===== config.mk =====
export PLATFORM = sky130hd
export DESIGN_NAME = dp_arbiter_flat
export DESIGN_NICKNAME = d
export VERILOG_FILES = /design/src/rtl/dp_arbiter_if.sv /design/src/rtl/dp_arbiter.sv /design/src/flat_wrapper.sv
export SDC_FILE = /design/constraint.sdc
export NUM_CORES = 1
export LEC_CHECK = 0
export BUFFER_PORTS_ARGS = -buffer_cell sky130_fd_sc_hd__buf_2
export CORE_ASPECT_RATIO = 0.8
export CORE_MARGIN = 1
export CORE_UTILIZATION = 25
export CTS_CLUSTER_SIZE = 8
export DETAILED_ROUTE_END_ITERATION = 12
export PLACE_DENSITY = 0.51
export SLEW_MARGIN = 20
export SYNTH_ARGS = -nofsm -noshare
export SYNTH_HDL_FRONTEND = slang
export SYNTH_SLANG_ARGS = --single-unit

===== constraint.sdc =====
create_clock -name clk -period 2.99 [get_ports clk]
set_clock_uncertainty 0.1 [all_clocks]
set_input_delay 0.1495 -clock clk [delete_from_list [all_inputs] [get_ports clk]]
set_output_delay 0.1495 -clock clk [all_outputs]
set_load 0.01 [all_outputs]

===== src/rtl/dp_arbiter_if.sv =====
// Request, response and shared-datapath signal bundle for dp_arbiter.
// slave: arbiter side. master: requester/datapath side.
interface dp_arbiter_if #(
    parameter int NREQ = 4
);
    logic [NREQ-1:0]   req_valid;
    logic [8*NREQ-1:0] req_data;
    logic [NREQ-1:0]   req_ready;
    logic [NREQ-1:0]   rsp_valid;
    logic [7:0]        rsp_data;
    logic              rsp_err;
    logic [7:0]        dp_data_in;
    logic              dp_start;
    logic [7:0]        dp_data_out;
    logic              dp_valid;
    logic              busy;

    modport slave (
        input  req_valid, req_data, dp_data_out, dp_valid,
        output req_ready, rsp_valid, rsp_data, rsp_err, dp_data_in, dp_start, busy
    );

    modport master (
        output req_valid, req_data, dp_data_out, dp_valid,
        input  req_ready, rsp_valid, rsp_data, rsp_err, dp_data_in, dp_start, busy
    );
endinterface


===== src/rtl/dp_arbiter.sv =====
// Round-robin arbiter sharing one 8-bit datapath among NREQ requesters.
// Optional WAIT timeout/abort is enabled by defining DP_ARBITER_TIMEOUT_EN.
module dp_arbiter #(
    parameter int NREQ    = 4,
    parameter int TIMEOUT = 16
) (
    input  logic        clk,
    input  logic        rst,
    dp_arbiter_if.slave bus
);
    localparam int IW = $clog2(NREQ);

    localparam logic [1:0] S_IDLE  = 2'd0;
    localparam logic [1:0] S_ISSUE = 2'd1;
    localparam logic [1:0] S_WAIT  = 2'd2;
    localparam logic [1:0] S_RESP  = 2'd3;

    if (NREQ < 2 || NREQ > 8 || TIMEOUT < 1 || TIMEOUT > 255) begin : g_param_check
        $error("dp_arbiter: NREQ must be 2..8 and TIMEOUT 1..255");
    end

    logic [1:0]    r_state;
    logic [IW-1:0] r_ptr;
    logic [IW-1:0] r_grant;
    logic [7:0]    r_operand;
    logic [7:0]    r_result;
`ifdef DP_ARBITER_TIMEOUT_EN
    logic          r_err;
    logic [7:0]    r_cnt;
`endif

    logic          w_any;
    logic [IW-1:0] w_winner;
    logic [IW-1:0] w_cand;
    logic [7:0]    w_ops [NREQ];

    // First pending requester at or after r_ptr, wrapping modulo NREQ.
    always_comb begin
        w_any    = 1'b0;
        w_winner = '0;
        w_cand   = '0;
        for (int unsigned k = 0; k < NREQ; k++) begin
            w_ops[k] = bus.req_data[8*k +: 8];
            w_cand   = IW'((32'(r_ptr) + k) % NREQ);
            if (!w_any && bus.req_valid[w_cand]) begin
                w_any    = 1'b1;
                w_winner = w_cand;
            end
        end
    end

    always_ff @(posedge clk) begin
        if (rst) begin
            r_state   <= S_IDLE;
            r_ptr     <= '0;
            r_grant   <= '0;
            r_operand <= '0;
            r_result  <= '0;
`ifdef DP_ARBITER_TIMEOUT_EN
            r_err     <= 1'b0;
            r_cnt     <= '0;
`endif
        end else begin
            case (r_state)
                S_IDLE: begin
                    if (w_any) begin
                        r_grant   <= w_winner;
                        r_operand <= w_ops[w_winner];
                        r_state   <= S_ISSUE;
                    end
                end
                S_ISSUE: begin
`ifdef DP_ARBITER_TIMEOUT_EN
                    r_cnt   <= '0;
`endif
                    r_state <= S_WAIT;
                end
                S_WAIT: begin
                    // A result arriving on the final counted cycle beats the abort.
                    if (bus.dp_valid) begin
                        r_result <= bus.dp_data_out;
`ifdef DP_ARBITER_TIMEOUT_EN
                        r_err    <= 1'b0;
`endif
                        r_state  <= S_RESP;
                    end
`ifdef DP_ARBITER_TIMEOUT_EN
                    else begin
                        r_cnt <= r_cnt + 8'd1;
                        if (r_cnt == 8'(TIMEOUT - 1)) begin
                            r_result <= '0;
                            r_err    <= 1'b1;
                            r_state  <= S_RESP;
                        end
                    end
`endif
                end
                S_RESP: begin
                    r_ptr   <= (r_grant == IW'(NREQ - 1)) ? '0 : r_grant + 1'b1;
                    r_state <= S_IDLE;
                end
                default: r_state <= S_IDLE;
            endcase
        end
    end

    // Outputs are forced quiet while rst is high, even before the first edge.
    assign bus.req_ready  = (!rst && r_state == S_IDLE && w_any) ? (NREQ'(1) << w_winner) : '0;
    assign bus.rsp_valid  = (!rst && r_state == S_RESP) ? (NREQ'(1) << r_grant) : '0;
    assign bus.rsp_data   = rst ? '0 : r_result;
    assign bus.dp_data_in = rst ? '0 : r_operand;
    assign bus.dp_start   = !rst && (r_state == S_ISSUE);
    assign bus.busy       = !rst && (r_state != S_IDLE);
`ifdef DP_ARBITER_TIMEOUT_EN
    assign bus.rsp_err    = !rst && r_err;
`else
    assign bus.rsp_err    = 1'b0;
`endif
endmodule


===== src/flat_wrapper.sv =====
// flat-port wrapper written by rule: the top's interface ports become plain ports
module dp_arbiter_flat 
#(
    parameter int NREQ    = 4,
    parameter int TIMEOUT = 16
)
  (clk, rst, bus_req_valid, bus_req_data, bus_dp_data_out, bus_dp_valid, bus_req_ready, bus_rsp_valid, bus_rsp_data, bus_rsp_err, bus_dp_data_in, bus_dp_start, bus_busy);
  dp_arbiter_if #(.NREQ(NREQ)) bus_i ();
  input  logic clk;
  input  logic rst;
  input wire logic [$bits(bus_i.req_valid)-1:0] bus_req_valid;
  input wire logic [$bits(bus_i.req_data)-1:0] bus_req_data;
  input wire logic [$bits(bus_i.dp_data_out)-1:0] bus_dp_data_out;
  input wire logic [$bits(bus_i.dp_valid)-1:0] bus_dp_valid;
  output wire logic [$bits(bus_i.req_ready)-1:0] bus_req_ready;
  output wire logic [$bits(bus_i.rsp_valid)-1:0] bus_rsp_valid;
  output wire logic [$bits(bus_i.rsp_data)-1:0] bus_rsp_data;
  output wire logic [$bits(bus_i.rsp_err)-1:0] bus_rsp_err;
  output wire logic [$bits(bus_i.dp_data_in)-1:0] bus_dp_data_in;
  output wire logic [$bits(bus_i.dp_start)-1:0] bus_dp_start;
  output wire logic [$bits(bus_i.busy)-1:0] bus_busy;
  assign bus_i.req_valid = bus_req_valid;
  assign bus_i.req_data = bus_req_data;
  assign bus_i.dp_data_out = bus_dp_data_out;
  assign bus_i.dp_valid = bus_dp_valid;
  assign bus_req_ready = bus_i.req_ready;
  assign bus_rsp_valid = bus_i.rsp_valid;
  assign bus_rsp_data = bus_i.rsp_data;
  assign bus_rsp_err = bus_i.rsp_err;
  assign bus_dp_data_in = bus_i.dp_data_in;
  assign bus_dp_start = bus_i.dp_start;
  assign bus_busy = bus_i.busy;
  dp_arbiter #(.NREQ(NREQ), .TIMEOUT(TIMEOUT)) u_core (.clk(clk), .rst(rst), .bus(bus_i));
endmodule

[Word-level counts from Yosys, hierarchy flattened]
Cells that the tools add are included.
Operators by class
  $add $sub $neg: 4
  multiply operators: 0
  divide/modulo/power cells: 0
  $lt $le $gt $ge: 5
  eq/ne operators: 6
  shifts and indexed selects: 2
  muxes and demuxes: 27
  bitwise operators: 1
  reductions and logical operators: 17
Operators with widths (count)
  $mux 8: 4
  $bmux 8 s2: 1
  $mux 2: 7
  $lt 2x3->1 const B: 4
  $bmux 1 s2: 4
  $logic_and 1x1->1: 8
  $mux 1: 8
  $mux 4: 2
  $pmux 2 s4: 1
  $shl 1x2->4 const A: 2
  $eq 2x2->1 const B: 3
  $reduce_and 2->1: 3
  $add 2x1->2 const B: 2
  $add 2x2->2 const B: 2
  $logic_not 1->1: 4
  $ge 3x3->1 const B: 1
  $not 2->3: 1
  $eq 2x1->1 const B: 1
  $logic_not 2->1: 1
  $ne 2x1->1 const B: 1
  $ne 2x2->1 const B: 1
  $reduce_bool 2->1: 1
Word-level totals
  register bits after elaboration: 22
  bits in latches: 0
  RAM bits: 0
  memory bits (read-only): 0
  bits of input ports: 47
  logic and storage cells: 67
  memories kept: 0

[Logic depth before layout (Yosys ltp)]
  depth in word-level cells: 16
  depth in mapped cells: 8
  mapped depth without buffers: 7

[Worst setup path before layout]
Ideal clock, no wire load.
  path kind: flip-flop to output port
  start point: register u_core.r_ptr[1]
  end point: output port bus_req_ready[3]
  arrival time: 1.668 ns
  required time: 2.741 ns
  slack: 1.072 ns
  stages on the path, launching flop included: 7
  buffers on the path: 2
  path through: dfxtp_1 -> mux2i_1 -> nor2_2 -> or3_4 -> buf_12 -> buf_6 -> nor3_1
On the way
  longest elaborated chain between the ends: 14
  elaborated cells on any way between the ends: 28
  classes of those cells: add/sub: 3; shift: 1; mux: 17; reduce/logical: 7
Ends and longest elaborated chain
  from (decl): RTL line dp_arbiter.sv:23  | logic [IW-1:0] r_ptr;
  from (signal assigned): RTL line dp_arbiter.sv:99  | r_ptr <= (r_grant == IW'(NREQ - 1)) ? '0 : r_grant + 1'b1;
  branches (longest 13 deep; another with $add 2x1->2)
  $mux 4 *: RTL line dp_arbiter.sv:108  | assign bus.req_ready = (!rst && r_state == S_IDLE && w_any) ? (NREQ'(1) << w_winner) : '0;
  to (decl): RTL line flat_wrapper.sv:15  | output wire logic [$bits(bus_i.req_ready)-1:0] bus_req_ready;
Every way passes the cells marked *. The select of a mux whose other input is x is not followed.

[Final worst setup path]
  start point: register u_core.r_state[1]
  end point: output port bus_req_ready[3]
On the way
  longest elaborated chain between the ends: 4
Ends and longest elaborated chain
  from (decl): RTL line dp_arbiter.sv:22  | logic [1:0] r_state;
  from (signal assigned): RTL line dp_arbiter.sv:54  | r_state <= S_IDLE;
  from (signal assigned): RTL line dp_arbiter.sv:69  | r_state <= S_ISSUE;
  from (signal assigned): RTL line dp_arbiter.sv:76  | r_state <= S_WAIT;
  $logic_not 2->1: RTL line dp_arbiter.sv:108
  $logic_and 1x1->1 (2 in a row): RTL line dp_arbiter.sv:108
  $mux 4: RTL line dp_arbiter.sv:108
Every way passes these cells.

==> qor.yml <==
run_status: "finished clean"
worstPathMaxFanout: 12
finalSetupViolations: 0
ys_seq_area_share_pct: 26.0
leakage_nw: 0.891
synth_cell_type_count: 32
layout_setup_ws_ps: 606
dr.pass1.iters: 4
drive_gt1_share_pct: 39.9
n_antenna_cell: 0
finalCriticalPeriod_ps: 2380
placed_area_um2: 2100
syn_inst: 189
worstMarginPinSlew_ps: 810
htree_levels: 1
fill_cells: 693
drt-vias-per-instance: 4.57
syn2layout_area_growth_pct: 26.2
clock-sinks: 22
grt_pass1_wl_um: 6790
cap_violations: 0
final_nets: 311
root_buffer: "clkbuf_8"
cp-start-kind: "flop"
drtIter0Drc: 47
critPathArrivalTime_ps: 2130
dpl_worst_slack_ps: 717
drt_wl_total_um: 4410
clk_pin_slew_worst_paths_ps: 70
cts_made_buffers: 3
row_count: 26
min_path_type: "in2reg"
ios: 74
fmax_ghz: 0.419
post_cts_buffers: 0
cts_hold_buf: 0
ys_seq_elements: 22
tritoncts: "done"
placeableCoreArea_um2: 6470
syn-cell-area_um2: 1700
antenna_found_initial: 0
async_reset_ff_share_pct: 0
yosysWarnings: 0
fin_crit_sh_pct: 79.7
grt_pass1_vias: 1393
die_h_um: 75.7
final_util_pct: 33.1
crit_path_end_kind: "primary output"
synth_ff_type: "dfxtp_1"
synth_edf_count: 0
start_util_pct: 26.2
cts_resized: 0
grt_util_all_layers_pct: 12.2
cp.required_ps: 2740
tns_ps: 0
dr_total_vias: 1540
irDropWorstVdd_v: 0.000189
postRouteAntennaNets: 0
drv_slew: 0
wl_per_cell_um: 13.1
grt_max_degree: 27
port_buffers: 72
cts_buffer_depth: 2
hold_viol_final: 0
place.gp.congestion: 0.717
max_slew_margin_pct: 45.9
critPathKind: "reg2out"
overflow: 0
avgSynthCellArea_um2: 8.98
die_x_um: 94.1
drc: 0
clk_latency_ps: 260
dieArea_um2: 7120
rsz0062_at_grt: "false"
syn-num-nets: 245
dp_hpwl_um: 3460
pwr_density_cell_nw_per_um2: 589
fin_area_um2: 2140
## power breakdown
part	switching, mW	internal, mW
clock network	0.0934	0.0898
registers	0.0464	0.369
logic	0.380	0.283
## synthesized netlist by cell type (3+ instances only)
library cell	count	share of area, %
clkbuf_1	8	1.8
a311oi_2	8	7.1
mux2i_1	3	1.8
a2111oi_4	8	13
nand2_1	29	6.4
dfxtp_1	22	26
nor2b_1	20	7.4
a21oi_1	14	4.1
nor3_1	6	1.8
inv_1	5	1.1
nor4b_1	8	4.1
ha_1	9	6.6
o21bai_1	8	3.5
nand3_1	8	2.4
nor2_1	7	1.5
nand2b_1	3	1.1
and2_1	5	1.8
## layer usage
layer  routed length, um  GRT usage (%)  vias to the layer above
met5                   0              0                        -
met4                   0              0                        0
met3                 302           3.09                        0
met2                1950           20.4                       47
met1                2150           16.8                      700
li1                    -              -                      793
## cell usage in the layout, fill, tap and decap left out, types with 6 or more instances in the layout
master,n
a2111oi_4,8
a21oi_1,14
a311oi_2,8
buf_2,72
dfxtp_1,22
ha_1,9
nand2_1,29
nand3_1,8
nor2_1,7
nor2b_1,20
nor3_1,6
nor4b_1,8
o21bai_1,8
## registers in the layout (all words and copies together), names as in the netlist
signal,count
u_core.r_grant,2
u_core.r_operand,8
u_core.r_ptr,2
u_core.r_result,8
u_core.r_state,2
## cells by family (layout without fill, tap and decap cells)
| kind of cell | Yosys count | count (layout) | synth area share, % |
|---|---|---|---|
| adder cells (fa/ha/maj) | 9 | 9 | 6.64 |
| AO/OA/AOI/OAI | 42 | 42 | 29.6 |
| flip-flops | 22 | 22 | 26.0 |
| AND/OR/NAND/NOR | 90 | 90 | 28.6 |
| multiplexers | 3 | 3 | 1.77 |
| buffers and inverters | 22 | 86 | 7.23 |
| other | 1 | 1 | 0.221 |
## area by class of cell
type | instances | area [um2] | area share, %
timing repair buffer | 77 | 398 | 18.6
inverter | 6 | 22.5 | 1.05
clock buffer | 3 | 41.3 | 1.93
sequential | 22 | 440 | 20.6
multi-input combinational | 145 | 1130 | 53.0
tap | 84 | 105 | 4.91
## worst max-delay path, stage by stage (launching register included)
cell and delay [ps]:
dfxtp_1 330, inv_1 120, ha_1 230, nor2b_1 670, nand2_1 210, nor3_1 160, buf_2 150
## stage by stage
step / total power [mW] / cells / hold WS (ps)
final: 1.26 / 337 / 38.1
after global routing: 1.37 / 337 / 41.1
after CTS: 1.28 / 337 / 28.9
after detailed placement: 1.09 / 334 / 309
after global placement: 1.10 / 334 / 306
after floorplan: 0.926 / 189 / 197
## final timing paths
| path | startpoint | to | slack, ps | cells after the start |
|---|---|---|---|---|
| min | bus_dp_data_out[7] | u_core.r_result[7]$_SDFFE_PP0P_ | 40 | 3 |
| max reg2reg | u_core.r_state[1]$_SDFFE_PP0P_ | u_core.r_operand[6]$_SDFFE_PP0P_ | 740 | 5 |
| max | u_core.r_state[1]$_SDFFE_PP0P_ | bus_req_ready[3] | 610 | 6 |
| min reg2reg | u_core.r_result[1]$_SDFFE_PP0P_ | u_core.r_result[1]$_SDFFE_PP0P_ | 350 | 2 |
Power figures use the tool's default switching activity.
